--- config.mk ---
export PLATFORM = sky130hd
export DESIGN_NAME = rgmii_tx_framer
export DESIGN_NICKNAME = d
export VERILOG_FILES = /design/src/rtl/eth_pkg.sv /design/src/rtl/eth_crc32_byte.sv /design/src/rtl/rgmii_tx_framer.sv
export SDC_FILE = /design/constraint.sdc
export NUM_CORES = 1
export LEC_CHECK = 0
export BUFFER_PORTS_ARGS = -buffer_cell sky130_fd_sc_hd__buf_4
export CORE_MARGIN = 2
export CORE_UTILIZATION = 56
export DETAILED_ROUTE_END_ITERATION = 10
export GPL_ROUTABILITY_DRIVEN = 0
export PLACE_DENSITY = 0.76
export SYNTH_ARGS = -nofsm -noshare
export SYNTH_HDL_FRONTEND = slang
export SYNTH_SLANG_ARGS = --single-unit
--- constraint.sdc ---
create_clock -name clk -period 2.5 [get_ports clk]
set_input_delay 0.5 -clock clk [delete_from_list [all_inputs] [get_ports clk]]
set_output_delay 0.5 -clock clk [all_outputs]
set_load 0.01 [all_outputs]
--- src/rtl/eth_pkg.sv ---
// Shared Ethernet MAC definitions: transmit FSM states and framing/CRC constants.
package eth_pkg;

  typedef enum logic [2:0] {IDLE, PRE, DATA, DROP, PAD, FCS, IFG} tx_state_t;

  localparam logic [7:0]  ETH_PREAMBLE = 8'h55;
  localparam logic [7:0]  ETH_SFD      = 8'hD5;
  localparam logic [31:0] ETH_CRC_POLY = 32'hEDB88320;
  localparam logic [31:0] ETH_CRC_INIT = 32'hFFFFFFFF;
  localparam int          ETH_PRE_LEN  = 8;
  localparam int          ETH_FCS_LEN  = 4;

endpackage

--- src/rtl/eth_crc32_byte.sv ---
// One-byte step of the reflected Ethernet CRC32 (LSB first), purely combinational.
module eth_crc32_byte
  import eth_pkg::*;
(
  input  logic [31:0] crc_in,
  input  logic [7:0]  data,
  output logic [31:0] crc_out
);

  logic [31:0] c;

  always_comb begin
    c = crc_in ^ {24'h0, data};
    for (int i = 0; i < 8; i++) begin
      c = {1'b0, c[31:1]} ^ (c[0] ? ETH_CRC_POLY : 32'h0);
    end
    crc_out = c;
  end

endmodule

--- src/rtl/rgmii_tx_framer.sv ---
// RGMII transmit framer: preamble/SFD, padding, FCS and inter-frame gap around an
// AXI-Stream byte frame; emits rising/falling nibble and control pairs for ODDRs.
module rgmii_tx_framer
  import eth_pkg::*;
#(
  parameter int MIN_FRAME_BYTES = 60,
  parameter int IFG_BYTES       = 12,
  parameter int CNT_W           = 16
) (
  input  logic       clk,
  input  logic       rst,
  input  logic [7:0] s_axis_tdata,
  input  logic       s_axis_tvalid,
  output logic       s_axis_tready,
  input  logic       s_axis_tlast,
  input  logic       s_axis_tuser,
  output logic [3:0] rgmii_d1,
  output logic [3:0] rgmii_d2,
  output logic       rgmii_ctl1,
  output logic       rgmii_ctl2,
  output logic       busy,
  output logic       frame_done
);

  localparam logic [CNT_W-1:0] CNT_MAX  = '1;
  localparam logic [CNT_W:0]   MIN_LEN  = (CNT_W+1)'(MIN_FRAME_BYTES);
  localparam logic [CNT_W-1:0] PRE_LAST = CNT_W'(ETH_PRE_LEN - 1);
  localparam logic [CNT_W-1:0] FCS_LAST = CNT_W'(ETH_FCS_LEN - 1);
  localparam logic [CNT_W-1:0] IFG_LAST = CNT_W'(IFG_BYTES - 1);

  tx_state_t        state, state_nx;
  logic [CNT_W-1:0] byte_cnt, byte_cnt_nx;
  logic [CNT_W-1:0] phase_cnt, phase_cnt_nx;
  logic [CNT_W:0]   cnt_inc;
  logic [31:0]      crc, crc_nx, crc_upd, crc_fin;
  logic [7:0]       crc_data;
  logic [7:0]       byte_p0;
  logic             en_p0, er_p0, done_p0;

  function automatic logic [CNT_W-1:0] sat_inc(input logic [CNT_W-1:0] v);
    return (v == CNT_MAX) ? v : v + CNT_W'(1);
  endfunction

  eth_crc32_byte u_crc (
    .crc_in  (crc),
    .data    (crc_data),
    .crc_out (crc_upd)
  );

  assign crc_data      = (state == PAD) ? 8'h00 : s_axis_tdata;
  assign crc_fin       = ~crc;
  // Count including the current beat, one bit wider so a saturated count cannot wrap.
  assign cnt_inc       = (CNT_W+1)'(byte_cnt) + (CNT_W+1)'(1);
  assign s_axis_tready = (state == DATA) || (state == DROP);
  assign busy          = (state != IDLE);

  always_comb begin
    state_nx     = state;
    byte_cnt_nx  = byte_cnt;
    phase_cnt_nx = phase_cnt;
    crc_nx       = crc;
    byte_p0      = 8'h00;
    en_p0        = 1'b0;
    er_p0        = 1'b0;
    done_p0      = 1'b0;
    case (state)
      IDLE: begin
        if (s_axis_tvalid) begin
          state_nx     = PRE;
          phase_cnt_nx = '0;
        end
      end
      PRE: begin
        en_p0       = 1'b1;
        byte_p0     = (phase_cnt == PRE_LAST) ? ETH_SFD : ETH_PREAMBLE;
        crc_nx      = ETH_CRC_INIT;
        byte_cnt_nx = '0;
        if (phase_cnt == PRE_LAST) begin
          state_nx     = DATA;
          phase_cnt_nx = '0;
        end else begin
          phase_cnt_nx = phase_cnt + CNT_W'(1);
        end
      end
      DATA: begin
        en_p0 = 1'b1;
        if (s_axis_tvalid) begin
          byte_p0     = s_axis_tdata;
          er_p0       = s_axis_tuser;
          crc_nx      = crc_upd;
          byte_cnt_nx = sat_inc(byte_cnt);
          if (s_axis_tlast) begin
            state_nx     = (cnt_inc < MIN_LEN) ? PAD : FCS;
            phase_cnt_nx = '0;
          end
        end else begin
          // Underrun: poison the frame with TX_ER and never send an FCS for it.
          er_p0        = 1'b1;
          state_nx     = s_axis_tlast ? IFG : DROP;
          phase_cnt_nx = '0;
        end
      end
      DROP: begin
        if (s_axis_tvalid && s_axis_tlast) begin
          state_nx     = IFG;
          phase_cnt_nx = '0;
        end
      end
      PAD: begin
        en_p0       = 1'b1;
        crc_nx      = crc_upd;
        byte_cnt_nx = sat_inc(byte_cnt);
        if (cnt_inc >= MIN_LEN) begin
          state_nx     = FCS;
          phase_cnt_nx = '0;
        end
      end
      FCS: begin
        en_p0 = 1'b1;
        case (phase_cnt[1:0])
          2'd0:    byte_p0 = crc_fin[7:0];
          2'd1:    byte_p0 = crc_fin[15:8];
          2'd2:    byte_p0 = crc_fin[23:16];
          default: byte_p0 = crc_fin[31:24];
        endcase
        if (phase_cnt == FCS_LAST) begin
          done_p0      = 1'b1;
          state_nx     = IFG;
          phase_cnt_nx = '0;
        end else begin
          phase_cnt_nx = phase_cnt + CNT_W'(1);
        end
      end
      IFG: begin
        if (phase_cnt == IFG_LAST) begin
          state_nx     = IDLE;
          phase_cnt_nx = '0;
        end else begin
          phase_cnt_nx = phase_cnt + CNT_W'(1);
        end
      end
      default: state_nx = IDLE;
    endcase
  end

  // Stage p0 -> output registers feeding the ODDR pair
  always_ff @(posedge clk) begin
    if (rst) begin
      state      <= IDLE;
      byte_cnt   <= '0;
      phase_cnt  <= '0;
      crc        <= ETH_CRC_INIT;
      rgmii_d1   <= 4'h0;
      rgmii_d2   <= 4'h0;
      rgmii_ctl1 <= 1'b0;
      rgmii_ctl2 <= 1'b0;
      frame_done <= 1'b0;
    end else begin
      state      <= state_nx;
      byte_cnt   <= byte_cnt_nx;
      phase_cnt  <= phase_cnt_nx;
      crc        <= crc_nx;
      rgmii_d1   <= byte_p0[3:0];
      rgmii_d2   <= byte_p0[7:4];
      rgmii_ctl1 <= en_p0;
      rgmii_ctl2 <= en_p0 ^ er_p0;
      frame_done <= done_p0;
    end
  end

endmodule

After elaboration in Yosys (flattened, before gate mapping)

Index checks and enable logic that the tools add are counted.

Add/subtract/negate cells: 3
Bitwise logic cells: 12
Reduce and logical (&&, ||, !) cells: 12
Equality and inequality tests: 20
$lt $le $gt $ge: 2
Mux-type cells: 42

Operators by type and width:

| kind                  | number |
|---|---|
| $mux 32               | 9 |
| $xor 31x32->32        | 8 |
| $mux 16               | 10 |
| $pmux 16 s7           | 1 |
| $pmux 32 s3           | 1 |
| $pmux 16 s3           | 1 |
| $pmux 8 s3            | 2 |
| $add 16x1->16 const B | 2 |
| $not 32->32           | 1 |
| $xor 32x8->32         | 1 |
| $mux 3                | 9 |
| $mux 8                | 3 |
| $pmux 3 s7            | 1 |
| $add 16x1->17 const B | 1 |
| $ge 17x6->1 const B   | 1 |
| $lt 17x6->1 const B   | 1 |
| $eq 16x16->1 const B  | 1 |
| $eq 16x2->1 const B   | 1 |
| $eq 16x3->1 const B   | 1 |
| $eq 16x4->1 const B   | 1 |
| $ne 2x2->1 const B    | 5 |
| $eq 3x3->1 const B    | 3 |
| $reduce_and 7->1      | 1 |
| $reduce_bool 7->1     | 1 |
| other kinds (18)      | 25 |

Input bits: 13
Output and inout bits: 13
Bits in registers: 78

Longest topological paths before layout

Word-level depth: 21
Gate-level depth with buffers: 9
Mapped depth without buffers: 8

Cells and area by module

From an unflattened synthesis, not the netlist that was laid out.

Cells, all modules: 596
Area, all modules: 5031.1 µm²

By module, submodules not included:

| module          | instances | area each (µm²) | seq. area each (µm²) | cells each |
|---|---|---|---|---|
| rgmii_tx_framer | 1         | 4217.8          | 1561.5               | 526 |
| eth_crc32_byte  | 1         | 813.3           | 0.0                  | 70 |

Worst setup path before layout

No wires, ideal clock.

Path type: register to register
From: register state[0]
To: register crc[19]
Path slack: -77 ps
Period minus slack after synthesis: 2577 ps
Arrival: 2455 ps
Buffers on the path: 1
Stages on the path, launching flop included: 8
Required time: 2378 ps
Library setup time: 122 ps
Cell sequence: dfxtp_1 > buf_6 > or3b_4 > a211oi_4 > xnor3_2 > xnor3_1 > xnor2_1 > o32a_1

Word-level cells in the longest chain between the ends: 15
Elaborated cells between the ends (all ways): 25

Ends and longest elaborated chain:

| element                                   | RTL line                                     | RTL |
|---|---|---|
| from (decl)                               | rgmii_tx_framer.sv:31                        | `tx_state_t state, state_nx;` |
| from (signal assigned)                    | rgmii_tx_framer.sv:159                       | `state <= state_nx;` |
| $eq 3x3->1                                | rgmii_tx_framer.sv:50, rgmii_tx_framer.sv:66 |  |
| $mux 8                                    | rgmii_tx_framer.sv:50                        | `assign crc_data = (state == PAD) ? 8'h00 : s_axis_tdata;` |
| $xor 32x8->32                             | eth_crc32_byte.sv:13                         | `c = crc_in ^ {24'h0, data};` |
| $mux 32 or $xor 31x32->32 (tied branches) | eth_crc32_byte.sv:15                         | `c = {1'b0, c[31:1]} ^ (c[0] ? ETH_CRC_POLY : 32'h0);` |
| $xor 31x32->32 or $mux 32 (tied branches) | eth_crc32_byte.sv:15                         |  |
| $xor 31x32->32 (5 in series)              | eth_crc32_byte.sv:15                         |  |
| $mux 32 or $xor 31x32->32 (tied branches) | eth_crc32_byte.sv:15                         |  |
| $xor 31x32->32 or $mux 32 (tied branches) | eth_crc32_byte.sv:15                         |  |
| $xor 31x32->32                            | eth_crc32_byte.sv:15                         |  |
| $mux 32                                   | rgmii_tx_framer.sv:87                        | `if (s_axis_tvalid) begin` |
| $pmux 32 s3                               | rgmii_tx_framer.sv:66                        | `case (state)` |
| to (signal assigned)                      | rgmii_tx_framer.sv:162                       | `crc <= crc_nx;` |
| to (decl)                                 | rgmii_tx_framer.sv:35                        | `logic [31:0] crc, crc_nx, crc_upd, crc_fin;` |

Parallel ways exist; a longest one is shown, timed or not. The select of a mux whose other input is x is not followed.
A chain may end at the register's enable or synchronous reset.

Final worst setup path

From: register state[2]
To: register crc[19]

The elaborated chain is that of the path after synthesis.

==> run_results.csv <==
group,metric,value,unit
logic_synthesis,syn_area,5060,um2
grt,antenna_found_initial,0,
sta,drv_slew,0,
clocking,root_buffer,"clkbuf_8",
sta,rsz0062_at_grt,"false",
critical_path,arrival,2.70,ns
critical_path,slowest_stage,"xnor3_1",
grt,grt.overflow.total,0,
finish,area_growth,15.1,%
grt,grt_pass1_wl,21700,um
critical_path,setup.worst_path.end,"crc[19]",
pwr,ir_drop,0.405,mV
clocking,htreeDepth,3,
routing,drtIter0Drc,255,
die,die_h,99.0,um
flow_run,cap_violations,0,
grt,grt_max_degree,66,
critical_path,crit_fanout,7,
clocking,cts.reportedPaths.clkPinSlew,0.09,ns
finish,final_nets,672,
die,die_x,99.0,um
logic_synthesis,synth_cells,618,
sta,min_period_over_period,0.981,
logic_synthesis,ys_ff_latch,78,
critical_path,critPathLaunchType,"flop",
clocking,insertion_delay,0.36,ns
finish,fillers,700,
routing,vias_per_cell,6.23,
pwr,power.leakage,2.21,nW
routing,drtPass1Iterations,6,
finish,fin_cells,766,
routing,post_drt_wl_per_cell,17.6,um
status,status,"complete, no violations",
sta,slew_headroom,0.516,
die,die_area,9810,um2
sta,hold_viol_final,0,
logic_synthesis,synthesis.nets,637,
logic_synthesis,yosysWarnings,0,
logic_synthesis,syn_avg_cell_area,8.19,um2
clocking,cts_setup_buffers,0,
sta,fin_skew,0.0154,ns
clocking,cts_buffer_depth,2,
clocking,holdBufCountCts,0,
sta,worstMarginPinSlew,0.726,ns
logic_synthesis,synth_enable_flop_cells,0,
placed_design,portBuffers,25,
grt,grtUsageTotal,0.273,
die,core_region_area,8720,um2
routing,antenna_left,0,
critical_path,worst_r2r_startpoint,"state[2]",
sta,tns,0,ns
grt,grt_pass1_vias,4550,
die,rows,34,
clocking,cts.sinks,78,
critical_path,cp.required,2.75,ns
die,io-pin-count,26,
critical_path,crit_chain,"buf_4 > nor3b_1 > buf_4 > nor2_1 > xnor2_1 > xnor3_1 > xnor2_1 > o32a_1",
clocking,cts_tree,"built",
critical_path,reg2reg_slack,0.05,ns
sta,max_freq,408,MHz
sta,setup_slack,0.0469,ns
finish,drive_gt1_frac,0.172,
critical_path,startpoint,"state[2]",
routing,drc,0,
worst_hold_path,hold_path.class,"in -> reg",
critical_path,cpPeakStageDelay,0.41,ns
finish,multi_input_area,3330,um2
placed_design,place_ws,0.0158,ns
sta,setup_viol,0,
critical_path,r2r_end,"crc[19]",
pwr,cellPowerDensity,702,nW/um2
placed_design,place_inst,750,
finish,n_antenna_cell,0,
logic_synthesis,yosysSeqAreaShare,0.309,
finish,seq_area,1560,um2
critical_path,endpoint_kind,"flop",
clocking,cts_buffers,9,
sta,min_period,2.45,ns
die,initial_core_util,0.580,
routing,vias,4775,
logic_synthesis,synth_top_flop_cell,"dfxtp_1",
critical_path,worstSetupPathType,"reg -> reg",
routing,totalWireLength,13500,um
logic_synthesis,async_flop_share,0,
placed_design,dpl.hpwl,9160,um
logic_synthesis,synth.lib_cells_used.distinct,57,
critical_path,worst_r2r_path_depth,8,
==> worst max-delay path: cells and delay by family, from the launching register on <==
family | cells | cell delay, ns
AOI/OAI and AO/OA | 1 | 0.29
xor gates and xnor gates | 3 | 0.88
buffers and inverters | 2 | 0.36
DFF | 1 | 0.37
and+or+nand+nor | 2 | 0.43
==> cell families (layout without fill, tap and decap cells) <==
family          after synthesis  count (layout)  share of synthesized area
simple gates                218             218                      0.225
xor+xnor                     76              76                      0.176
compound gates              179             179                      0.227
flops                        78              78                      0.309
mux                           1               1                    0.00198
buf+inv                      60             100                     0.0462
fa+ha+maj                     6               6                     0.0148
==> per-layer routing <==
layer | routed length, um | GRT usage | vias to the layer above
met2 | 6460 | 0.450 | 206
li1 | - | - | 2279
met5 | 0 | 0 | -
met1 | 5550 | 0.347 | 2244
met3 | 966 | 0.0461 | 46
met4 | 480 | 0.131 | 0
==> timing repair <==
item	4_1_cts	5_1_grt
resized for setup	1	15
setup endpoints to repair	4	21
gates cloned	0	0
pin swaps	0	0
==> metrics by stage <==
step / util / total power (W) / hold WS (ns) / cell area, um2
2_1_floorplan: - / 0.00255 / 0.466 / 5060
3_3_place_gp: 0.635 / 0.00295 / 0.490 / 5530
3_5_place_dp: 0.635 / 0.00299 / 0.501 / 5530
4_1_cts: 0.659 / 0.00406 / 0.418 / 5750
5_1_grt: 0.667 / 0.00428 / 0.427 / 5820
6_report: 0.667 / 0.00409 / 0.420 / 5820
==> where the power goes <==
| group | switching [W] | total, W | internal, W |
|---|---|---|---|
| combinational | 0.000868 | 0.00162 | 0.000755 |
| sequential | 0.0000806 | 0.00140 | 0.00132 |
| clock | 0.000500 | 0.00107 | 0.000565 |
==> flip-flops by register name, indices dropped and copies added, names as in the netlist <==
register	count
rgmii_ctl1	1
state	3
byte_cnt	16
phase_cnt	16
rgmii_ctl2	1
frame_done	1
rgmii_d2	4
crc	32
rgmii_d1	4
==> area by class of cell <==
class	count	share of cell area
clock inverter	5	0.0144
tap	108	0.0232
clock buffer	11	0.0226
inverter	15	0.00967
multi-input combinational	480	0.572
sequential	78	0.269
timing repair buffer	69	0.0890
==> placed cells by master (no fill, tap or decap), types with 5 or more instances in the layout <==
master and instances:
nand4_1 5, inv_1 15, nor3_1 8, a41oi_1 6, xor2_1 24, a211oi_1 17
buf_4 69, xnor3_1 11, a31oi_1 7, or3_1 10, ha_1 5, o22ai_1 22
nand2_1 43, nor4_1 5, o211a_1 6, or2_2 7, a21oi_1 66, o21ai_0 25
nand3_1 19, nand2b_1 27, dfxtp_1 76, clkbuf_8 9, xnor2_1 34, nor2_1 54
nor2b_1 11
==> worst min path at each step <==
| stage | from | depth (start not counted) | slack [ns] | to |
|---|---|---|---|---|
| floorplan | crc[23] | 2 | 0.47 | crc[23] |
| global placement | byte_cnt[5] | 2 | 0.49 | byte_cnt[5] |
| detailed placement | crc[23] | 2 | 0.50 | crc[23] |
| CTS | s_axis_tdata[1] | 3 | 0.42 | rgmii_d1[1] |
| global route | s_axis_tdata[1] | 3 | 0.43 | rgmii_d1[1] |
| finish | s_axis_tdata[1] | 3 | 0.42 | rgmii_d1[1] |
==> Yosys cell counts (7+ instances only) <==
cell type / number / area share
o21ai_0: 25 / 0.025
nand2b_1: 27 / 0.033
nor3_1: 9 / 0.0089
a21oi_1: 67 / 0.066
nor2b_1: 11 / 0.014
nor2_1: 55 / 0.041
or3_1: 10 / 0.012
inv_1: 15 / 0.011
a31oi_1: 7 / 0.0087
dfxtp_1: 78 / 0.31
xnor2_1: 36 / 0.062
a211oi_1: 17 / 0.025
xnor3_1: 11 / 0.049
or2_2: 7 / 0.0087
xor2_1: 24 / 0.042
nand2_1: 43 / 0.032
nand3_1: 20 / 0.020
clkbuf_1: 39 / 0.029
o22ai_1: 22 / 0.027
Power figures use the tool's default switching activity.
